==> src/rtl/hamming_dec_arbiter.sv <==
// Purpose: round-robin sharing of one 21-bit Hamming decoder among NCH channels, one word in flight.
// Latency: 5 cycles from channel transfer to out_valid when the decoder answers 2 cycles after its load pulse.
// Backpressure: result held in HOLD until out_ready; no channel is granted while busy; WAIT watchdog drops stuck words.
module hamming_dec_arbiter #(
    parameter int NCH     = 4,
    parameter int CW      = 21,
    parameter int DW      = 16,
    parameter int TIMEOUT = 15
) (
    input  logic              clk,
    input  logic              rst,
    input  logic [NCH-1:0]    ch_valid,
    input  logic [NCH*CW-1:0] ch_data,
    output logic [NCH-1:0]    ch_ready,
    output logic [CW-1:0]     dec_data,
    output logic              dec_ivalid,
    input  logic              dec_oready,
    output logic              dec_iready,
    input  logic [DW-1:0]     dec_odata,
    output logic              out_valid,
    output logic [DW-1:0]     out_data,
    output logic [2:0]        out_ch,
    input  logic              out_ready,
    output logic              busy,
    output logic [7:0]        timeout_cnt
);

    localparam int CHW = $clog2(NCH);
    localparam int TW  = $clog2(TIMEOUT + 1);

    typedef enum logic [2:0] {IDLE, ISSUE, WAIT, COLLECT, HOLD} state_t;

    state_t         state;
    state_t         nextState;
    logic [CHW-1:0] lastGrant;
    logic [CHW-1:0] curCh;
    logic [CHW-1:0] grant;
    logic [CHW-1:0] idx;
    logic           anyValid;
    logic [TW-1:0]  timer;
    logic           timerDone;

    // Watchdog expiry: the last permitted WAIT cycle without a decoder answer.
    assign timerDone = (timer == TW'(TIMEOUT - 1));

    // Round-robin search starting just after the last served channel.
    always_comb begin
        grant    = '0;
        anyValid = 1'b0;
        idx      = '0;
        for (int k = 1; k <= NCH; k++) begin
            idx = CHW'((int'(lastGrant) + k) % NCH);
            if (!anyValid && ch_valid[idx]) begin
                anyValid = 1'b1;
                grant    = idx;
            end
        end
    end

    // State register.
    always_ff @(posedge clk or posedge rst) begin
        if (rst) begin
            state <= IDLE;
        end else begin
            state <= nextState;
        end
    end

    // Next-state logic; a decoder answer takes priority over the watchdog.
    always_comb begin
        nextState = state;
        case (state)
            IDLE:    if (anyValid) nextState = ISSUE;
            ISSUE:   nextState = WAIT;
            WAIT: begin
                if (dec_oready) begin
                    nextState = COLLECT;
                end else if (timerDone) begin
                    nextState = IDLE;
                end
            end
            COLLECT: nextState = HOLD;
            HOLD:    if (out_ready) nextState = IDLE;
            default: nextState = IDLE;
        endcase
    end

    // Strobes and handshakes are pure state decodes so each is an isolated pulse.
    always_comb begin
        ch_ready   = '0;
        dec_ivalid = 1'b0;
        dec_iready = 1'b0;
        out_valid  = 1'b0;
        busy       = (state != IDLE);
        case (state)
            IDLE:    if (anyValid) ch_ready = NCH'(1) << grant;
            ISSUE:   dec_ivalid = 1'b1;
            COLLECT: dec_iready = 1'b1;
            HOLD:    out_valid = 1'b1;
            default: ;
        endcase
    end

    // Datapath: capture the granted word, run the watchdog, latch the result, advance priority.
    always_ff @(posedge clk or posedge rst) begin
        if (rst) begin
            lastGrant   <= CHW'(NCH - 1);
            curCh       <= '0;
            dec_data    <= '0;
            out_data    <= '0;
            out_ch      <= '0;
            timeout_cnt <= '0;
            timer       <= '0;
        end else begin
            case (state)
                IDLE: begin
                    if (anyValid) begin
                        dec_data <= ch_data[int'(grant)*CW +: CW];
                        curCh    <= grant;
                    end
                end
                ISSUE: timer <= '0;
                WAIT: begin
                    if (!dec_oready) begin
                        timer <= timer + TW'(1);
                        if (timerDone) begin
                            lastGrant <= curCh;
                            if (timeout_cnt != 8'hFF) begin
                                timeout_cnt <= timeout_cnt + 8'd1;
                            end
                        end
                    end
                end
                COLLECT: begin
                    out_data <= dec_odata;
                    out_ch   <= 3'(curCh);
                end
                HOLD: if (out_ready) lastGrant <= curCh;
                default: ;
            endcase
        end
    end

endmodule
==> config.mk <==
export PLATFORM = sky130hd
export DESIGN_NAME = hamming_dec_arbiter
export DESIGN_NICKNAME = d
export VERILOG_FILES = /design/src/rtl/hamming_dec_arbiter.sv
export SDC_FILE = /design/constraint.sdc
export NUM_CORES = 1
export LEC_CHECK = 0
export BUFFER_PORTS_ARGS = -buffer_cell sky130_fd_sc_hd__clkbuf_2
export CORE_ASPECT_RATIO = 1.1
export CORE_MARGIN = 3
export CORE_UTILIZATION = 40
export CTS_BUF_LIST = sky130_fd_sc_hd__clkbuf_8
export DETAILED_ROUTE_END_ITERATION = 16
export PLACE_DENSITY = 0.84
export SLEW_MARGIN = 0
export SYNTH_ARGS = -nofsm -noshare
export SYNTH_HDL_FRONTEND = slang
export SYNTH_SLANG_ARGS = --single-unit
==> constraint.sdc <==
create_clock -name clk -period 1.8 [get_ports clk]
set_input_delay 0.18 -clock clk [delete_from_list [all_inputs] [get_ports clk]]
set_output_delay 0.18 -clock clk [all_outputs]
set_load 0.02 [all_outputs]
==> impl_metrics.yaml, run 1 <==
outcome:
  status: "finished, violations left"
  violations: "negative setup slack"
synth:
  synth_ff_type: "dfrtp_1"
  synth_fa_ha_area_share_pct: 1.12
  synth-compound-area-share_pct: 16.0
  synth_top_cell_area_share_pct: 41.8
  synth-async-reset-ratio_pct: 100
  synth_seq_cells: 58
  synth_simple_gate_area_share_pct: 21.4
  synthesis.area_sq_mm: 0.00336
  synth_top_cells_by_area: "dfrtp_1, nand2_1, mux2_2"
  ys_seq_area_share_pct: 43.3
  syn_inst: 361
  synth_top_family_by_area: "simple AND/OR/NAND/NOR gates"
  syn_avg_cell_area_sq_um: 9.30
  synthDistinctLibCells: 48
  yosys-mux-area-fraction_pct: 9.02
  synth_top_cell_by_area: "dfrtp_1"
  synth_nets: 472
  yosysWarningCount: 0
  synth_edf_count: 0
  synthXorXnorAreaFrac_pct: 2.35
drt:
  drtIter0Drc: 134
  wl_microns: 11600
  drt.antenna.violating_nets: 0
  dr.pass1.iters: 4
  vias: 3608
  drcViolationCount: 0
  vias_per_cell: 5.33
  routedWlPerCell_microns: 17.2
flow_run:
  maxCapViolations: 0
worst_setup_path:
  worst_ep_required_time_ns: 2.04
  worst_path_max_delay_cell: "dfstp_2"
  reg2regPathDepth: 7
  r2r_setup_slack_ns: -0.21
  r2r_start: "lastGrant[1]"
  critical_path.max_stage_delay_ns: 0.62
  endpoint_kind: "register"
  cp_top_family: "flip-flops"
  cp_num_buf_inv: 2
  crit_arrival_ns: 2.24
  crit_chain: "nand2_4 > a2111oi_4 > buf_4 > buf_12 > nand2_1 > mux2_2 > a31oi_1"
  cp-start-kind: "register"
  r2r_end: "dec_data[2]"
  critical_path_class: "register to register"
  cp_max_fo: 8
worst_hold_path:
  hold_class: "input port to register"
  hold_end: "out_data[0]"
  hold_start: "dec_odata[0]"
  hold_depth: 3
global_routing:
  grt_pass1_wl_microns: 16400
  antenna_found_initial: 0
  grt_pass1_vias: 3461
  grt_max_degree: 38
  grt.overflow.total: 0
  grt_use_total_pct: 21.8
floorplan:
  fp.dieW_microns: 93.3
  placeableCoreArea_sq_mm: 0.00804
  die_height_microns: 102
  die_area_sq_mm: 0.00953
  rows: 34
  io_pins: 164
  start_util_pct: 41.7
sta:
  setup_viol: 24
  tightest_slew_ns: 0.505
  rsz0062_at_grt: "true"
  worst_slack_ns: -0.205
  min_period_ns: 2.01
  fmax_ghz: 0.499
  skew_ns: 0.00558
  hold_violations: 0
  finalCritPeriodShare_pct: 111
  slew_headroom_pct: 66.2
  maxSlewViolCount: 0
cells_and_area:
  instances_no_fill: 677
  num-fill-cells: 634
  finalInstanceArea_sq_mm: 0.00506
  antenna_cells: 0
  fin_util_pct: 63.0
  syn_to_final_growth_pct: 50.9
  drive_gt1_share_pct: 52.5
  num-nets-final: 675
placement:
  dp_cells: 638
  portBuffers: 162
  gp_congestion: 0.880
  pre_cts_slack_ns: -0.156
  place_area_sq_mm: 0.00438
  hpwl_microns: 7890
cts:
  ctsRootBufferMaster: "clkbuf_8"
  cts_tree: "done"
  cts_max_path_buffers: 2
  cts_buffers: 9
  cts_sinks: 58
  clkLatencyLatePin_ns: 0.32
  clk_pin_slew_worst_paths_ns: 0.07
  h-tree-depth: 3
power:
  ir_worst_vdd_v: 0.00103
  powerDensity_mw_per_mm2: 1740
  power_uw: 8800
  p_leak_uw: 0.00261
[flip-flops by register name (all words and copies together), names as in the netlist]
| name | flops |
|---|---|
| out_ch | 2 |
| lastGrant | 2 |
| out_data | 16 |
| curCh | 2 |
| timer | 4 |
| timeout_cnt | 8 |
| state | 3 |
| dec_data | 21 |
[power breakdown]
part / total (uW) / internal [uW] / switching, uW
logic: 5120 / 2280 / 2840
registers: 2270 / 1880 / 385
clock network: 1420 / 891 / 528
total: 8800 / 5050 / 3750
[Yosys cell counts, types with 4 or more instances]
cell type  number
a22oi_1        21
clkbuf_8        4
xor2_1          5
nor2_1         35
nand4_1         5
mux2_2         26
a21oi_1         5
xnor2_1         4
nand2_1       105
inv_1           4
and2_1          4
buf_6           7
a31oi_2         6
clkbuf_1        5
o21ai_0         5
a31oi_1        16
dfrtp_1        56
[cell type report]
type	instances	area [sq um]	share of cell area (%)
multi-input cells	275	1880	37.0
inverters	5	20.0	0.395
repair buffers	215	1340	26.5
flip-flops and latches	58	1460	28.7
clock inverters	4	72.6	1.43
well taps	108	135	2.67
clock buffers	12	165	3.26
[layer usage]
| layer | vias to the layer above | GRT usage [%] | wire [microns] | part of all wire, % |
|---|---|---|---|---|
| met3 | 36 | 4.93 | 1020 | 8.8 |
| met5 | - | 0 | 0 | 0 |
| met1 | 1711 | 24.9 | 4310 | 37 |
| li1 | 1653 | - | - | - |
| met4 | 0 | 9.58 | 422 | 3.6 |
| met2 | 208 | 39.2 | 5900 | 51 |
[through the flow]
stage / hold WS [ns] / TNS (ns)
5_1_grt: 0.0418 / -5.41
3_3_place_gp: 0.215 / -1.33
4_1_cts: 0.0338 / -2.23
6_report: 0.0440 / -4.03
3_5_place_dp: 0.228 / -2.25
2_1_floorplan: 0.285 / 0
[how the worst max path moves through the flow]
stage	cells past startpoint	slack (ns)	from	endpoint
detailed placement	6	-0.16	lastGrant[1]	dec_data[17]
CTS	7	-0.13	lastGrant[1]	dec_data[5]
global placement	6	-0.1	lastGrant[1]	dec_data[20]
floorplan	7	0.01	lastGrant[0]	dec_data[4]
global route	7	-0.26	lastGrant[1]	dec_data[19]
finish	7	-0.21	lastGrant[1]	dec_data[2]
[worst register-to-register path: cells and delay by family, from the launching register on]
kind                   cells  cell delay (ns)
AOI/OAI and AO/OA          2             0.57
and+or+nand+nor            2             0.14
DFF                        1             0.62
buffers and inverters      2             0.33
muxes                      1             0.26
[cells in the final DEF, fill, tap and decap left out, drive strengths merged, types with 2 or more instances in the layout]
master,Yosys,final
o211a,3,3
nor4,2,2
dfrtp,56,56
clkbuf,9,174
o21ai,5,5
inv,4,4
a22oi,21,21
nor3,3,3
nand2,105,105
buf,13,52
nand4,5,5
nand3,2,2
a31oi,22,22
nor2b,3,3
xnor2,4,4
a21oi,5,5
dfstp,2,2
clkinv,1,2
bufinv,0,2
ha,3,3
a21o,2,2
o21bai,3,3
and2,4,4
nor2,35,35
mux2,26,26
xor2,5,5
and3,2,2
[logic make-up after synthesis]
group | after synthesis
xor gates and xnor gates | 9
and+or+nand+nor | 167
other | 1
DFF | 58
adders and majority gates | 3
buffers and inverters | 28
AOI/OAI and AO/OA | 68
muxes | 27
[what timing repair did]
action / CTS / global route
setup buffers: 12 / 5
hold buffers: 1 / 0
endpoints found under the setup margin: 26 / 27
endpoints found under the hold margin: 21 / 0
pin swaps: 5 / 16
cloned: 1 / 4
gates resized for setup: 18 / 36
Note: power is estimated with default switching activity, not from simulation.
==> run 2: changes to the inputs <==
--- a/config.mk
+++ b/config.mk
@@ -12,6 +12,7 @@
 export CTS_BUF_LIST = sky130_fd_sc_hd__clkbuf_8
 export DETAILED_ROUTE_END_ITERATION = 16
 export PLACE_DENSITY = 0.84
+export RECOVER_POWER = 50
 export SLEW_MARGIN = 0
 export SYNTH_ARGS = -nofsm -noshare
 export SYNTH_HDL_FRONTEND = slang
==> impl_metrics.yaml, run 2 (synthesis gave the netlist of run 1 again) <==
floorplan:
  fp.dieW_microns: 93.3
  die_height_microns: 102
  die_area_sq_mm: 0.00953
  start_util_pct: 41.7
  io_pins: 164
  rows: 34
  placeableCoreArea_sq_mm: 0.00804
drt:
  wl_microns: 11700
  routedWlPerCell_microns: 17.2
  drtIter0Drc: 160
  vias: 3630
  dr.pass1.iters: 5
  vias_per_cell: 5.36
  drt.antenna.violating_nets: 0
  drcViolationCount: 0
power:
  powerDensity_mw_per_mm2: 1740
  ir_worst_vdd_v: 0.00100
  p_leak_uw: 0.00249
sta:
  setup_viol: 24
  fmax_ghz: 0.499
  rsz0062_at_grt: "true"
  worst_slack_ns: -0.204
  maxSlewViolCount: 0
  slew_headroom_pct: 43.4
  tightest_slew_ns: 0.848
  finalCritPeriodShare_pct: 111
  skew_ns: 0.00596
  hold_violations: 0
  min_period_ns: 2.00
worst_hold_path:
  hold_class: "input port to register"
  hold_depth: 3
  hold_end: "out_data[0]"
  hold_start: "dec_odata[0]"
worst_setup_path:
  cp-start-kind: "register"
  crit_arrival_ns: 2.24
  r2r_setup_slack_ns: -0.20
  reg2regPathDepth: 7
  r2r_start: "lastGrant[1]"
  cp_max_fo: 8
  worst_ep_required_time_ns: 2.04
  r2r_end: "dec_data[2]"
  critical_path_class: "register to register"
  endpoint_kind: "register"
cells_and_area:
  drive_gt1_share_pct: 45.5
  regMostFlops: "dec_data"
  instances_no_fill: 677
  largest_reg_flops: 21
  fin_util_pct: 62.2
  final_common_cell: "clkbuf_2"
  final_cell_mix: "clkbuf_2, nand2_1, dfrtp_1"
  reg_top3: "dec_data: 21 flops, out_data: 16 flops, timeout_cnt: 8 flops"
  antenna_cells: 0
  syn_to_final_growth_pct: 49.1
  num-nets-final: 675
placement:
  pre_cts_slack_ns: -0.156
  gp_congestion: 0.880
  dp_cells: 638
  hpwl_microns: 7890
  portBuffers: 162
cts:
  cts_sinks: 58
  cts_max_path_buffers: 2
  clkLatencyLatePin_ns: 0.33
  cts_buffers: 9
  clk_pin_slew_worst_paths_ns: 0.07
  h-tree-depth: 3
  cts_tree: "done"
  ctsRootBufferMaster: "clkbuf_8"
global_routing:
  grt_use_total_pct: 21.8
  grt_pass1_wl_microns: 16400
  grt.overflow.total: 0
  grt_pass1_vias: 3461
  grt_max_degree: 38
  antenna_found_initial: 0
outcome:
  violations: "negative setup slack"
  status: "finished, violations left"
flow_run:
  maxCapViolations: 0
run 2: timing repair:
item,CTS,global route
gates cloned,1,4
hold buffers,1,0
setup buffers,12,5
pin swaps,5,16
endpoints found under the setup margin,26,27
endpoints found under the hold margin,21,0
gates resized for setup,18,36
run 2: cell type report:
type	instances	area, sq um
tap	108	135
clock inverter	4	72.6
clock buffer	12	165
multi-input combinational	275	1880
inverter	5	20.0
fill	661	3040
sequential	58	1460
timing repair buffer	215	1280
run 2: layer usage:
metal / track usage, % / wire length [microns] / up-vias
met5: 0 / 0 / -
met4: 9.58 / 446 / 0
met3: 4.93 / 1080 / 38
met2: 39.2 / 5890 / 214
met1: 24.9 / 4260 / 1724
li1: - / - / 1654
run 2: worst max path at each step:
stage	from	end	slack (ns)	cells past startpoint
floorplan	lastGrant[0]	dec_data[4]	0.01	7
global placement	lastGrant[1]	dec_data[20]	-0.1	6
detailed placement	lastGrant[1]	dec_data[17]	-0.16	6
CTS	lastGrant[1]	dec_data[5]	-0.13	7
global route	lastGrant[1]	dec_data[19]	-0.26	7
finish	lastGrant[1]	dec_data[2]	-0.20	7
run 2: critical path, stage by stage, from the launching register on:
cell and delay, ns:
dfstp_2 0.62, nand2_4 0.08, a2111oi_4 0.38, buf_4 0.21, buf_12 0.12, nand2_1 0.06
mux2_2 0.26, a31oi_1 0.19
run 2: report_power, final:
group | switching, uW | internal, uW
Clock | 528 | 891
Sequential | 382 | 1880
Combinational | 2840 | 2170
run 2: metrics by stage:
step	power [uW]	area, sq um	hold WS [ns]	TNS (ns)
2_1_floorplan	5100	3370	0.285	0
3_3_place_gp	6280	4380	0.215	-1.33
3_5_place_dp	6460	4380	0.228	-2.25
4_1_cts	8260	4810	0.0338	-2.23
5_1_grt	9220	5000	0.0418	-5.44
6_report	8690	5000	0.0443	-4.09
==> run 3: changes to the inputs <==
--- a/config.mk
+++ b/config.mk
@@ -8,10 +8,10 @@
 export BUFFER_PORTS_ARGS = -buffer_cell sky130_fd_sc_hd__clkbuf_2
 export CORE_ASPECT_RATIO = 1.1
 export CORE_MARGIN = 3
-export CORE_UTILIZATION = 40
+export CORE_UTILIZATION = 43
 export CTS_BUF_LIST = sky130_fd_sc_hd__clkbuf_8
 export DETAILED_ROUTE_END_ITERATION = 16
-export PLACE_DENSITY = 0.84
+export PLACE_DENSITY = 0.88
 export RECOVER_POWER = 50
 export SLEW_MARGIN = 0
 export SYNTH_ARGS = -nofsm -noshare
==> impl_metrics.yaml, run 3 (synthesis gave the netlist of run 1 again) <==
global_routing:
  grt_pass1_wl_microns: 16800
  grt.overflow.total: 0
  grt_use_total_pct: 23.6
  antenna_found_initial: 0
  grt_pass1_vias: 3477
  grt_max_degree: 32
power:
  pwr-share-comb_pct: 56.2
  pwr-share-clk_pct: 17.6
  ir_worst_vdd_v: 0.000920
  swShare_pct: 41.9
  netSwitchingPower_uw: 3610
  powerDensity_mw_per_mm2: 1750
  p_leak_uw: 0.00250
  seq_power_share_pct: 26.2
  internal-power_uw: 5000
drt:
  dr.pass1.iters: 5
  wl_microns: 10700
  drcViolationCount: 0
  drt.antenna.violating_nets: 0
  drtIter0Drc: 130
  vias_per_cell: 5.18
  routedWlPerCell_microns: 16.1
  vias: 3455
placement:
  portBuffers: 162
  pre_cts_slack_ns: -0.0809
  dp_cells: 633
  gp_congestion: 0.885
  hpwl_microns: 7660
  place_area_sq_mm: 0.00437
cts:
  h-tree-depth: 3
  clk_pin_slew_worst_paths_ns: 0.07
  cts_max_path_buffers: 2
  cts_sinks: 58
  clkLatencyLatePin_ns: 0.33
  cts_buffers: 9
  ctsRootBufferMaster: "clkbuf_8"
  cts_tree: "done"
sta:
  finalCritPeriodShare_pct: 109
  rsz0062_at_grt: "true"
  skew_ns: 0.00645
  hold_violations: 0
  fmax_ghz: 0.510
  worst_slack_ns: -0.161
  min_period_ns: 1.96
  maxSlewViolCount: 0
  tightest_slew_ns: 0.695
  setup_viol: 24
  slew_headroom_pct: 53.6
outcome:
  violations: "negative setup slack"
  status: "finished, violations left"
worst_setup_path:
  worst_path_max_delay_cell: "dfstp_2"
  endpoint_kind: "register"
  crit_chain: "buf_6 > nand2_4 > a2111oi_4 > buf_12 > nand2_1 > mux2_2 > a31oi_1"
  reg2regPathDepth: 7
  crit_arrival_ns: 2.21
  cp_max_fo: 31
  worst_ep_required_time_ns: 2.05
  critical_path_class: "register to register"
  r2r_end: "dec_data[1]"
  r2r_start: "lastGrant[1]"
  cp-start-kind: "register"
  critical_path.max_stage_delay_ns: 0.56
  r2r_setup_slack_ns: -0.16
cells_and_area:
  final_common_cell: "clkbuf_2"
  largest_reg_flops: 21
  syn_to_final_growth_pct: 46.7
  antenna_cells: 0
  instances_no_fill: 667
  num-nets-final: 668
  reg_top3: "dec_data: 21 flops, out_data: 16 flops, timeout_cnt: 8 flops"
  regMostFlops: "dec_data"
  final_cell_mix: "clkbuf_2, nand2_1, dfrtp_1"
  finalInstanceArea_sq_mm: 0.00492
  num-fill-cells: 613
  drive_gt1_share_pct: 48.2
floorplan:
  fp.dieW_microns: 90.2
  io_pins: 164
  placeableCoreArea_sq_mm: 0.00751
  start_util_pct: 44.7
  die_height_microns: 98.7
  rows: 33
  die_area_sq_mm: 0.00890
worst_hold_path:
  hold_end: "out_data[14]"
  hold_start: "dec_odata[14]"
  hold_class: "input port to register"
  hold_depth: 3
flow_run:
  maxCapViolations: 0
## run 3: cell count changes in the layout (fill, tap and decap cells not counted), sizes merged
cell and change:
clkinvlp -1, buf -4, bufinv +1, clkbuf -4
clkinv +1
## run 3: layout make-up
cell class | count | area [sq um] | share of cell area, %
Tap cell | 105 | 131 | 2.67
Inverter | 5 | 20.0 | 0.407
Timing Repair Buffer | 208 | 1230 | 25.1
Sequential cell | 58 | 1460 | 29.6
Clock inverter | 5 | 100 | 2.03
Clock buffer | 11 | 151 | 3.08
Multi-Input combinational cell | 275 | 1830 | 37.1
## run 3: routing by layer
| layer | vias up | part of all wire [%] | track usage [%] |
|---|---|---|---|
| met5 | - | 0 | 0 |
| met4 | 0 | 2.1 | 8.95 |
| met3 | 14 | 9.0 | 8.93 |
| met2 | 175 | 50 | 41.5 |
| met1 | 1626 | 39 | 26.1 |
| li1 | 1640 | - | - |
## run 3: worst max-delay path by stage
| stage | start | endpoint | slack, ns | depth (start not counted) |
|---|---|---|---|---|
| 2_1_floorplan | lastGrant[0] | dec_data[4] | 0.01 | 7 |
| 3_3_place_gp | lastGrant[1] | dec_data[1] | -0.008 | 6 |
| 3_5_place_dp | lastGrant[1] | dec_data[19] | -0.08 | 6 |
| 4_1_cts | lastGrant[1] | ch_ready[2] | -0.17 | 6 |
| 5_1_grt | lastGrant[1] | ch_ready[3] | -0.24 | 8 |
| 6_report | lastGrant[1] | dec_data[1] | -0.16 | 7 |
## run 3: worst max-delay path: cells and delay by family (launching register included)
kind | cells | cell delay (ns)
AND/OR/NAND/NOR | 2 | 0.13
multiplexers | 1 | 0.26
AO/OA/AOI/OAI | 2 | 0.57
flip-flops | 1 | 0.56
buffers and inverters | 2 | 0.34
## run 3: stage by stage
stage               hold WS (ns)  setup TNS (ns)  util (%)  power [uW]
floorplan                  0.285               0         -        5100
global placement           0.149         -0.0247      58.2        6300
detailed placement         0.153          -0.875      58.2        6450
CTS                       0.0192           -2.72      64.3        8380
global route              0.0346           -4.45      65.5        9150
finish                    0.0409           -2.93      65.5        8610
## run 3: repair_timing
action                     CTS  global route
hold endpoints to repair    14             0
setup buffers               14             4
pin swaps                    9            10
gates resized for setup     30            21
setup endpoints to repair   25            30
hold buffers                 1             0
## run 3: power by group through the flow
stage	sequential, uW	clock (uW)	combinational, uW
finish	2250	1520	4840
CTS	2260	1550	4580
floorplan	2710	0	2390
detailed placement	2280	0	4170
global route	2320	1620	5220
global placement	2260	0	4040
